**src/rtl/fir_decimator.sv**
```systemverilog
// rtl/fir_decimator.sv - averaging decimator for the fir output sample stream
//
// Sums M = 1<<ratio accepted samples and emits their floor-average with a
// one-cycle valid strobe.
//   clk      : rising-edge clock
//   reset    : asynchronous active-high reset
//   x        : signed W-bit input sample
//   en       : sample-accept strobe
//   ratio    : log2 of decimation ratio, latched at window start
//   y        : signed W-bit decimated sample, registered
//   y_valid  : one-cycle pulse after each completed window
module fir_decimator #(
   parameter int W        = 8,
   parameter int LOG2_MAX = 3
) (
   input  logic                clk,
   input  logic                reset,
   input  logic signed [W-1:0] x,
   input  logic                en,
   input  logic [1:0]          ratio,
   output logic signed [W-1:0] y,
   output logic                y_valid
);

   localparam int AW = W + LOG2_MAX;

   logic signed [AW-1:0]   acc;
   logic [LOG2_MAX-1:0]    cnt;
   logic [1:0]             m_lat;

   logic                   win_start;
   logic [1:0]             eff_m;
   logic signed [AW-1:0]   x_ext;
   logic signed [AW-1:0]   sum;
   logic [LOG2_MAX:0]      cnt_inc;
   logic [LOG2_MAX:0]      win_len;
   logic                   win_last;

   // At window start the live ratio applies immediately so that M=1 windows
   // complete on the very sample that opens them.
   always_comb begin
      win_start = (cnt == '0);
      eff_m     = win_start ? ratio : m_lat;
      x_ext     = {{LOG2_MAX{x[W-1]}}, x};
      sum       = win_start ? x_ext : acc + x_ext;
      cnt_inc   = {1'b0, cnt} + (LOG2_MAX+1)'(1);
      win_len   = (LOG2_MAX+1)'(1) << eff_m;
      win_last  = (cnt_inc == win_len);
   end

   always_ff @(posedge clk or posedge reset) begin
      if (reset) begin
         acc     <= '0;
         cnt     <= '0;
         m_lat   <= '0;
         y       <= '0;
         y_valid <= 1'b0;
      end else begin
         y_valid <= en && win_last;
         if (en) begin
            acc   <= sum;
            m_lat <= eff_m;
            if (win_last) begin
               cnt <= '0;
               // Arithmetic shift floors toward -inf; the average always fits W bits.
               y   <= W'(sum >>> eff_m);
            end else begin
               cnt <= cnt_inc[LOG2_MAX-1:0];
            end
         end
      end
   end

endmodule

```
**config.mk**
```make
export PLATFORM = sky130hd
export DESIGN_NAME = fir_decimator
export DESIGN_NICKNAME = d
export VERILOG_FILES = /design/src/rtl/fir_decimator.sv
export SDC_FILE = /design/constraint.sdc
export NUM_CORES = 1
export LEC_CHECK = 0
export CAP_MARGIN = 20
export CORE_UTILIZATION = 57
export CTS_CLUSTER_SIZE = 10
export DETAILED_ROUTE_END_ITERATION = 10
export DONT_BUFFER_PORTS = 1
export PLACE_DENSITY = 0.72
export SETUP_SLACK_MARGIN = 0.2
export SYNTH_ARGS = -nofsm -noshare
export SYNTH_HDL_FRONTEND = slang
export SYNTH_SLANG_ARGS = --single-unit
export TNS_END_PERCENT = 1
```
**constraint.sdc**
```tcl
create_clock -name clk -period 3.2 [get_ports clk]
set_input_delay 0.48 -clock clk [delete_from_list [all_inputs] [get_ports clk]]
set_output_delay 0.48 -clock clk [all_outputs]
set_load 0.05 [all_outputs]
```
* Word-level counts from Yosys, hierarchy flattened
Index checks and enable logic that the tools add are counted.
** Operators by class
- Multiplexer cells :: 3
- Multiply operators :: 0
- Add/subtract/negate cells :: 2
- Bitwise operators :: 0
- Eq/ne operators :: 1
- Shift operators :: 2
- Div/mod/pow operators :: 0
- $lt $le $gt $ge :: 0
- Reduce and logical (&&, ||, !) cells :: 3
** Operators with widths (number)
- $add 11x8->11 :: 1
- $mux 11 :: 1
- $sshr 11x2->8 :: 1
- $add 3x1->4 const B :: 1
- $eq 4x4->1 :: 1
- $shl 1x2->4 const A :: 1
- $logic_not 3->1 :: 1
- $mux 3 :: 1
- $mux 2 :: 1
- $reduce_and 2->1 :: 1
- $logic_and 1x1->1 :: 1
** Word-level totals
- Memories kept :: 0
- Input port bits :: 13
- Bits in registers :: 25
- Output and inout port bits :: 9
- Bits in latches :: 0
- Bits in writable memories :: 0
- Logic and storage cells :: 16
- ROM bits :: 0

* Depth between registers and ports, before layout
- Depth in word-level cells :: 5
- Gate-level depth with buffers :: 10
- Gate-level depth less buffers :: 10

* Worst setup path before layout
OpenSTA, ideal clock, no wires.
- Kind :: flip-flop to flip-flop
- Start point :: register cnt[0]
- End point :: register y[1]
- Required time :: 3.073 ns
- Clock period less this slack :: 2.564 ns
- Path slack :: 0.636 ns
- Library setup time :: 0.127 ns
- Path buffers :: 0
- Cell stages (with the launch flop) :: 10
- Arrival time :: 2.436 ns
- Cells stage by stage :: dfrtp_1 > inv_1 > ha_1 > nor2b_4 > mux2_4 > or4_4 > nor2_4 > o21ai_4 > inv_4 > mux2_1
** On the way
- Word-level cells in the longest chain between the ends :: 5
- Elaborated cells between the ends (all ways) :: 8
- Classes of those cells :: add/sub (1); eq/ne (1); shift (2); mux (2); reduce/logical (2)
** RTL lines
- start: declaration :: RTL line 28 : logic [LOG2_MAX-1:0] cnt;
- start signal: assignment :: RTL line 68 : cnt <= cnt_inc[LOG2_MAX-1:0];
- branches (longest 5 deep; another with $add 3x1->4)
- end signal: assignment :: RTL line 66 : y <= W'(sum >>> eff_m);
- end: declaration :: RTL line 21 : output logic signed [W-1:0] y,
Several ways; the timed one is not identified.
A chain may end at the register's enable or synchronous reset.

* Worst setup path in the final report
- Start point :: register cnt[0]
- End point :: register y[3]
Same word-level chain as after synthesis.

==> out/results.ini <==
[hold_path]
holdPathEnd = acc[9]
hp-start = en
min_path_type = input port to flop
holdPathStages = 1

[global_routing]
grt_pass1_wl_um = 8431
grt_pass1_vias = 1742
grt-ovfl-total = 0
track_usage_pct = 26.06
grt_max_degree = 28
antenna_found_initial = 0

[sta]
worst_slew_pin_slew_ns = 0.5430
final.setup.tns_ns = 0
setup_viol = 0
max_freq_ghz = 0.3552
layout_setup_ws_ns = 0.3843
hold_viol_final = 0
slew_violations = 0
rsz0062_at_grt = no
holdWs_ns = 0.2797
post-route-period-util_pct = 87.99
slew_headroom_pct = 63.80
skew_ns = 0.003322
fin_crit_ns = 2.816

[critical_path]
r2r-end = y[3]
crit_slowest_cell = or4_4
cp.arrival_ns = 2.97
critical_path.top_delay_family = simple AND/OR/NAND/NOR gates
reg2reg_slack_ns = 0.38
crit_chain = inv_1 > ha_2 > nor2b_4 > mux2_2 > or4_4 > nor2_4 > o21ai_4 > inv_4 > mux2_1
reg2reg_depth = 9
critPathKind = flop to flop
slowest_delay_ns = 0.53
critPathBufInv = 2
crit_required_ns = 3.36
worstSetupStartpointType = flop
crit_path_end_kind = flop
timing.rr.start = cnt[0]
cp_max_fo = 12

[placed_design]
portBuffers = 0
dp_cells = 288
place_area_um2 = 2231
place_congestion = 0.8050
hpwl_um = 3666
pre_cts_slack_ns = 0.3509

[synth]
synth_area_leaders = dfrtp_1, ha_1, mux2i_1, a21oi_1, nand2_1
synth_top_area_share_pct = 28.33
yosys.area_share.simple_pct = 20.34
synth-compound-area-share_pct = 23.00
syn_inst = 249
synth_fa_ha_area_share_pct = 7.705
yosysSeqAreaShare_pct = 28.33
synth.distinct_cells = 59
async_flop_share_pct = 100.0
ys.flop_type = dfrtp_1
synth_area_per_cell_um2 = 8.869
synth.area.mux_share_pct = 12.41
synth_area_um2 = 2208
synth_area_leader_cell = dfrtp_1
synth_nets = 275
synth_warnings = 0
synth_top_family_by_area = compound AO/OA/AOI/OAI gates
synth_xor_area_share_pct = 3.173
ys_seq_elements = 25
synth_edf_count = 0

[finish]
final_common_cell = dfrtp_1
area_growth_syn_to_layout_pct = 5.609
drive_gt1_share_pct = 12.90
final_cell_mix = dfrtp_1, nand2_1, nor2_1
final_cell_count_no_fill = 296
final_area_um2 = 2332
fillers = 326
antenna_cells = 0
final_nets = 275

[power]
p_leak_nw = 1.032
power.internal_mw = 1.416
switching_share_pct = 51.39
p_sw_mw = 1.497
vdd.ir_drop.worst_mv = 0.5142
p_clk_share_pct = 6.8
combPwrFrac_pct = 66.0
seqPwrFrac_pct = 27.2
powerDensity_nw_per_um2 = 1249

[detailed_routing]
wl_per_cell_um = 16.88
via_per_inst = 6.351
drc = 0
drt-initial-drc-count = 144
antenna_left = 0
drt-total-wl_um = 4997
drt_pass1_iterations = 4
vias = 1880

[clock_network]
cts_made_buffers = 3
path_clk_slew_ns = 0.10
cts_buffer_depth = 2
cts.sinks = 25
cts_root_buffer = clkbuf_8
htreeDepth = 1
cts_tree = done
worstSkewPairLatency_ns = 0.27

[floorplanning]
ioPinCount = 22
fp.coreArea_um2 = 3689
dieArea_um2 = 4127
die_x_um = 64.25
std_cell_rows = 22
fp.dieH_um = 64.25
start_util_pct = 59.87

[job]
drv_cap = 0

[outcome]
status = complete, no violations

## registers in the layout (all words and copies together) (netlist names)
signal and cells:
cnt 3, y_valid 1, m_lat 2, acc 11, y 8
## kinds of logic (layout without fill, tap and decap cells)
kind of cell	count (synthesis)	in the layout
buf+inv	24	23
mux	24	24
compound gates	70	70
flops	25	25
xor+xnor	8	8
fa+ha+maj	13	13
simple gates	85	85
## worst max path at each step
stage | from | endpoint | slack, ns | cells past startpoint
after floorplan | cnt[0] | y[1] | 0.64 | 9
after global placement | cnt[0] | y[3] | 0.41 | 9
after detailed placement | cnt[0] | y[3] | 0.35 | 9
after CTS | cnt[0] | y[3] | 0.33 | 9
after global routing | cnt[0] | y[3] | 0.21 | 9
final | cnt[0] | y[3] | 0.38 | 9
## power by group through the flow
stage | Clock [mW] | Sequential [mW] | Combinational (mW)
floorplan | 0 | 0.738 | 1.56
global placement | 0 | 0.794 | 1.85
detailed placement | 0 | 0.802 | 1.87
CTS | 0.203 | 0.794 | 1.88
global route | 0.212 | 0.816 | 2.15
finish | 0.197 | 0.792 | 1.92
## synth_stat cells (4+ instances only)
cell type  count
o21ai_0       11
clkbuf_1       5
xnor2_1        4
nor2_1        20
mux2i_1       11
a211oi_1       4
mux2_2         6
nand4_1        5
dfrtp_1       25
ha_1          12
nand3_1        5
nor2b_1        4
mux2_1         4
xor2_1         4
inv_1         10
nor3_1         7
nor3b_1        5
buf_2          6
a21o_1         4
or3_1          5
a211o_1        5
nand2_1       20
a21oi_1       17
## timing repair
action / in CTS / in global routing
setup endpoints to repair: 0 / 3
resized for setup: 0 / 1
hold buffers: 0 / 1
buffers inserted: 0 / 2
endpoints found under the hold margin: 0 / 3
## per-layer routing
| metal | GRT usage [%] | vias to the layer above | part of all wire [%] |
|---|---|---|---|
| met3 | 3.393 | 2 | 5.7 |
| met1 | 37.11 | 890 | 48 |
| li1 | - | 925 | - |
| met5 | 0 | - | 0 |
| met4 | 4.167 | 0 | 0.38 |
| met2 | 42.50 | 63 | 46 |
## stage by stage
step / total power, mW / utilization [%]
floorplan: 2.303 / -
global placement: 2.641 / 60.48
detailed placement: 2.669 / 60.48
CTS: 2.873 / 61.74
global route: 3.179 / 63.23
finish: 2.912 / 63.23
## area by class of cell
class,instances,area [um2],share of cell area [%]
clock inverter,1,5.005,0.2146
tap,48,60.06,2.575
sequential,25,625.6,26.82
inverter,11,43.79,1.878
timing repair buffer,8,82.58,3.541
multi-input combinational,200,1474,63.20
clock buffer,3,41.29,1.770
No activity file was read; power rests on OpenSTA's default activity.
